File: src/rtl/des_key_pkg.sv
// Shared constants, FSM encoding and half-rotation helpers for the DES round key scheduler.
// Bit n of a key half is FIPS bit n, so a FIPS left rotate moves bits toward index 1.
package des_key_pkg;

  localparam int HALF_WIDTH   = 28;
  localparam int SUBKEY_WIDTH = 48;
  localparam int CD_WIDTH     = 2 * HALF_WIDTH;

  typedef logic [HALF_WIDTH:1] half_t;

  typedef enum logic [1:0] {
    ST_IDLE = 2'd0,
    ST_EMIT = 2'd1,
    ST_WAIT = 2'd2
  } key_state_e;

  // PC-2: subkey bit k is taken from CD bit PC2[k], with CD[56:1] = {D, C}.
  localparam logic [5:0] PC2 [1:SUBKEY_WIDTH] = '{
    6'd14, 6'd17, 6'd11, 6'd24, 6'd1,  6'd5,  6'd3,  6'd28, 6'd15, 6'd6,  6'd21, 6'd10,
    6'd23, 6'd19, 6'd12, 6'd4,  6'd26, 6'd8,  6'd16, 6'd7,  6'd27, 6'd20, 6'd13, 6'd2,
    6'd41, 6'd52, 6'd31, 6'd37, 6'd47, 6'd55, 6'd30, 6'd40, 6'd51, 6'd45, 6'd33, 6'd48,
    6'd44, 6'd49, 6'd39, 6'd56, 6'd34, 6'd53, 6'd46, 6'd42, 6'd50, 6'd36, 6'd29, 6'd32
  };

  // Shift schedule: rounds 1, 2, 9 and 16 rotate by one position, all others by two.
  function automatic logic shift_is_two(input logic [4:0] round);
    case (round)
      5'd1, 5'd2, 5'd9, 5'd16: shift_is_two = 1'b0;
      default:                 shift_is_two = 1'b1;
    endcase
  endfunction

  function automatic half_t rotl(input half_t h, input logic two);
    rotl = two ? {h[2:1], h[HALF_WIDTH:3]} : {h[1], h[HALF_WIDTH:2]};
  endfunction

  function automatic half_t rotr(input half_t h, input logic two);
    rotr = two ? {h[HALF_WIDTH-2:1], h[HALF_WIDTH:HALF_WIDTH-1]}
               : {h[HALF_WIDTH-1:1], h[HALF_WIDTH]};
  endfunction

endpackage

File: src/rtl/des_pc2_permute.sv
// Purely combinational DES PC-2 selection: 56-bit {D, C} in, 48-bit subkey out.
module des_pc2_permute
  import des_key_pkg::*;
(
  input  logic [CD_WIDTH:1]     cd_i,
  output logic [SUBKEY_WIDTH:1] key_o
);

  for (genvar k = 1; k <= SUBKEY_WIDTH; k++) begin : g_bit
    assign key_o[k] = cd_i[PC2[k]];
  end

endmodule

File: src/rtl/des_round_key_scheduler.sv
// Produces the 16 DES round subkeys one per valid/ready handshake, in encrypt or decrypt order.
// ROUND_KEY/ROUND_NUMBER are stable while ROUND_KEY_VALID=1; a key moves on the first edge with ROUND_KEY_ACCEPT=1.
module des_round_key_scheduler #(
  parameter int NUM_ROUNDS         = 16,
  parameter int HALF_WIDTH         = 28,
  parameter int ZERO_KEY_WHEN_IDLE = 1
) (
  input  logic                  CLK,
  input  logic                  RESET_BAR,
  input  logic                  START,
  input  logic                  DECRYPT,
  input  logic [HALF_WIDTH:1]   LEFT_CIRCULAR_SHIFT1,
  input  logic [HALF_WIDTH:1]   RIGHT_CIRCULAR_SHIFT1,
  output logic [48:1]           ROUND_KEY,
  output logic                  ROUND_KEY_VALID,
  input  logic                  ROUND_KEY_ACCEPT,
  output logic [4:1]            ROUND_NUMBER,
  output logic                  BUSY,
  output logic                  DONE
);

  des_key_pkg::key_state_e state_q;
  des_key_pkg::half_t      c_q, d_q;
  des_key_pkg::half_t      c_step_d, d_step_d, c_load_d, d_load_d;
  logic                    dec_q;
  logic [4:0]              round_q, round_inc_d, round_rev_d;
  logic                    step_two_d;
  logic [48:1]             key_q, pc2_key_d;
  logic                    valid_q, done_q;
  logic [4:1]              rnum_q, rnum_d;

  des_pc2_permute u_pc2 (
    .cd_i  ({d_q, c_q}),
    .key_o (pc2_key_d)
  );

  // Decrypt walks the encrypt rotations backwards, so after presenting round r it undoes S(17-r).
  always_comb begin
    round_inc_d = round_q + 5'd1;
    round_rev_d = 5'd17 - round_q;
    step_two_d  = dec_q ? des_key_pkg::shift_is_two(round_rev_d)
                        : des_key_pkg::shift_is_two(round_inc_d);
    c_step_d    = dec_q ? des_key_pkg::rotr(c_q, step_two_d) : des_key_pkg::rotl(c_q, step_two_d);
    d_step_d    = dec_q ? des_key_pkg::rotr(d_q, step_two_d) : des_key_pkg::rotl(d_q, step_two_d);
    c_load_d    = DECRYPT ? RIGHT_CIRCULAR_SHIFT1 : des_key_pkg::rotl(RIGHT_CIRCULAR_SHIFT1, 1'b0);
    d_load_d    = DECRYPT ? LEFT_CIRCULAR_SHIFT1  : des_key_pkg::rotl(LEFT_CIRCULAR_SHIFT1, 1'b0);
    // Round 16 does not fit the 4-bit port and is presented as 4'b0000.
    rnum_d      = dec_q ? round_rev_d[3:0] : round_q[3:0];
  end

  always_ff @(posedge CLK or negedge RESET_BAR) begin
    if (!RESET_BAR) begin
      state_q <= des_key_pkg::ST_IDLE;
      c_q     <= '0;
      d_q     <= '0;
      dec_q   <= 1'b0;
      round_q <= '0;
      key_q   <= '0;
      valid_q <= 1'b0;
      rnum_q  <= '0;
      done_q  <= 1'b0;
    end else begin
      done_q <= 1'b0;
      case (state_q)
        des_key_pkg::ST_IDLE: begin
          if (START) begin
            dec_q   <= DECRYPT;
            c_q     <= c_load_d;
            d_q     <= d_load_d;
            round_q <= 5'd1;
            state_q <= des_key_pkg::ST_EMIT;
          end
        end
        des_key_pkg::ST_EMIT: begin
          key_q   <= pc2_key_d;
          valid_q <= 1'b1;
          rnum_q  <= rnum_d;
          state_q <= des_key_pkg::ST_WAIT;
        end
        des_key_pkg::ST_WAIT: begin
          if (ROUND_KEY_ACCEPT) begin
            valid_q <= 1'b0;
            if (ZERO_KEY_WHEN_IDLE != 0) key_q <= '0;
            if (round_q == 5'(NUM_ROUNDS)) begin
              done_q  <= 1'b1;
              state_q <= des_key_pkg::ST_IDLE;
            end else begin
              round_q <= round_inc_d;
              c_q     <= c_step_d;
              d_q     <= d_step_d;
              state_q <= des_key_pkg::ST_EMIT;
            end
          end
        end
        default: state_q <= des_key_pkg::ST_IDLE;
      endcase
    end
  end

  assign ROUND_KEY       = key_q;
  assign ROUND_KEY_VALID = valid_q;
  assign ROUND_NUMBER    = rnum_q;
  assign BUSY            = (state_q != des_key_pkg::ST_IDLE);
  assign DONE            = done_q;

endmodule

File: config.mk
export PLATFORM = sky130hd
export DESIGN_NAME = des_round_key_scheduler
export DESIGN_NICKNAME = d
export VERILOG_FILES = /design/src/rtl/des_key_pkg.sv /design/src/rtl/des_pc2_permute.sv /design/src/rtl/des_round_key_scheduler.sv
export SDC_FILE = /design/constraint.sdc
export NUM_CORES = 1
export LEC_CHECK = 0
export ABC_AREA = 0
export BUFFER_PORTS_ARGS = -buffer_cell sky130_fd_sc_hd__buf_2
export CORE_ASPECT_RATIO = 0.7
export CORE_UTILIZATION = 59
export DETAILED_ROUTE_END_ITERATION = 10
export GPL_TIMING_DRIVEN = 0
export PLACE_DENSITY = 0.81
export SYNTH_ARGS = -nofsm -noshare
export SYNTH_HDL_FRONTEND = slang
export SYNTH_SLANG_ARGS = --single-unit
File: constraint.sdc
create_clock -name CLK -period 2.75 [get_ports CLK]
set_input_delay 0.4125 -clock CLK [delete_from_list [all_inputs] [get_ports CLK]]
set_output_delay 0.4125 -clock CLK [all_outputs]
set_load 0.005 [all_outputs]
==> metrics.yaml <==
drt-wirelength-per-cell_um: 21.1
critical_path.reg2reg.startpoint: "round_q[1]"
most-common-layout-cells: "129 x buf_2, 117 x dfrtp_1, 108 x clkbuf_1"
htreeDepth: 4
synthesized_area_per_cell_um2: 8.88
die_area_um2: 15700
crit_path_max_incr_delay_ps: 460
criticalPathCategory: "flop to flop"
timing.max_cap.violations: 0
timing.critical_path.cells: "inv_1, ha_1, and4bb_2, o21ai_0, nand2b_1, buf_2, clkbuf_1, a22oi_1, o21ai_1"
max-clock-path-buffers: 2
dieHeight_um: 105
clock_latency_of_the_later_clocked_register_in_the_worst_skew_pair_ps: 430
tritoncts_num_sinks: 118
post-place-cells: 1323
first_pass_iteration_count_of_the_detailed_router: 6
synth.yosys.seq_area_share_pct: 32.8
timing.setup.tns_ps: 0
die_x_um: 150
setup-violations-final: 0
power_density_nw_per_um2: 1340
hold_viol: 0
run_status: "finished clean"
highest_routing_layer_actually_used: "met4"
rows: 37
post-route-worst-setup-slack_ps: 109
ys_ff_latch: 118
period_share_pct: 96.0
clkSlewWorstSetupHoldPaths_ps: 60
antennaDiodeCount: 0
pre_cts_slack_ps: 137
layout.cells.non_filler: 1353
port_buffers: 114
finalWeightedCongestion: 0.937
post_synth_net_total: 1080
timing.max_slew.rel_slack_pct: 44.3
yosys_warnings: 0
numCtsBuffers: 17
post-layout-total-power_mw: 14.0
worstMarginPinSlew_ps: 835
hold_class: "primary input to flop"
fin_skew_ps: 8.97
crit_fanout: 10
async_reset_ff_share_pct: 100
mostFrequentLayoutCell: "buf_2"
whs_ps: 257
final_area_um2: 10400
worst_ir_drop_vdd_mv: 0.559
pin_count: 116
mappedNetlistArea_um2: 8990
end_kind: "flop"
setup_repair_after_global_routing_missed_its_margin: "false"
crit_arrival_ps: 2980
r2r_depth: 9
cp.required_ps: 3090
synthCells: 1013
via_count: 9274
tritoncts: "yes"
initial_antenna_violation_count: 0
worstSetupStartpoint: "round_q[1]"
viasPerCell: 6.85
wl_met1_um: 12400
drt_iter0_drc: 1217
globalRoute.totalOverflow: 0
period_needed_ps: 2640
slew_violations: 0
p_leak_nw: 4.32
drt_wl_total_um: 28500
post_cts_buffers: 0
dpl-instance-area_um2: 9840
first_global_vias: 8679
layout-area-overhead-vs-synth_pct: 16.1
final_antenna_net_count: 0
dr_wl_met3_um: 3530
final_net_count: 1214
post-route-drc-count: 0
maxClockFrequency_mhz: 379
cts.root.buffer_cell: "clkbuf_16"
layout_cell_share_with_drive_strength_beyond_1_pct: 34.7
min_delay_path_depth: 2
floorplan.initialDensity_pct: 60.9
setup.worst_path.start_class: "flop"
fin_util_pct: 70.7
grt_start_max_net_pins: 78
hold_path_startpoint: "ROUND_KEY_ACCEPT"
post-dp-hpwl_um: 19500
cpMaxStageDelayCell: "dfrtp_1"
floorplan.core_area_um2: 14800
grt_pass1_wl_um: 46900
yosys.cell_types.count: 43
routed_length_on_met2_um: 11900
synth_edf_count: 0
global_route.usage.total_pct: 37.9
synth-main-ff-cell: "dfrtp_1"
==> cell families (layout without fill, tap and decap cells) <==
group,count (synthesis),count (layout),share of synthesized area (%)
compound gates,364,364,35.0
fa+ha+maj,6,6,0.835
buf+inv,170,315,8.38
mux,57,57,7.14
xor+xnor,5,5,0.487
flops,118,118,32.8
simple gates,293,293,15.3
==> worst paths after layout <==
check | endpoint | slack (ps)
worst max-delay path | c_q[21] | 110
worst min-delay path | state_q[1] | 260
worst max register to register | c_q[21] | 110
worst min register to register | ROUND_NUMBER[2] | 480
max in group asynchronous | d_q[18] | 1550
min in group asynchronous | c_q[15] | 470
==> metal layers <==
| metal | vias up | GRT usage (%) |
|---|---|---|
| met3 | 77 | 11.5 |
| met1 | 4441 | 55.6 |
| met5 | - | 0 |
| li1 | 4132 | - |
| met2 | 624 | 52.3 |
| met4 | 0 | 12.6 |
==> where the power goes <==
group / leakage (nW) / internal (mW) / switching [mW] / total [mW]
clock network: 0.277 / 1.39 / 0.853 / 2.24
logic: 2.56 / 3.22 / 5.61 / 8.83
registers: 1.49 / 2.50 / 0.393 / 2.90
==> cell usage after synthesis (all sizes together), types with 2 or more instances <==
cell type    n  share of area (%)
nor2b        2               0.14
o21ai       70                3.9
nand4b       2               0.19
buf         47                3.2
nor3         2               0.11
o2111ai      2               0.19
ha           6               0.83
or3          2               0.14
nand3       49                2.7
o221a       56                7.0
or2         58                4.0
dfrtp      118                 33
nand2b       6               0.42
o221ai     112                 14
a22oi       56                4.7
xor2         3               0.29
inv          7               0.29
a31oi        2               0.14
nand2      105                4.4
mux2        57                7.1
clkbuf     116                4.8
xnor2        2               0.19
o211ai      56                4.7
a21oi        4               0.22
nor2        61                2.5
==> worst max-delay path: cells and delay by family, from the launching register on <==
family                   cells  cell delay [ps]
AND/OR/NAND/NOR              2              430
AO/OA/AOI/OAI                3              480
flip-flops                   1              460
buffers and inverters        3              910
adder cells (fa/ha/maj)      1              280
==> state kept, by name, summed over array words and instances (netlist names) <==
name             cells
dec_q                1
state_q              2
c_q                 28
round_q              5
DONE                 1
ROUND_KEY_VALID      1
d_q                 28
ROUND_NUMBER         4
ROUND_KEY           48
==> timing repair <==
item                                   CTS  global route
endpoints found under the hold margin   41             0
setup endpoints to repair                0            51
hold buffers                             1             0
gates resized for setup                  0            22
==> final cells by class <==
| class | count | area [um^2] |
|---|---|---|
| Buffer | 162 | 739 |
| Tap cell | 195 | 244 |
| Inverter | 7 | 26.3 |
| Clock buffer | 21 | 470 |
| Fill cell | 1177 | 4330 |
| Sequential cell | 118 | 2950 |
| Multi-Input combinational cell | 725 | 5290 |
| Timing Repair Buffer | 116 | 614 |
| Clock inverter | 9 | 103 |
Power figures use the tool's default switching activity.
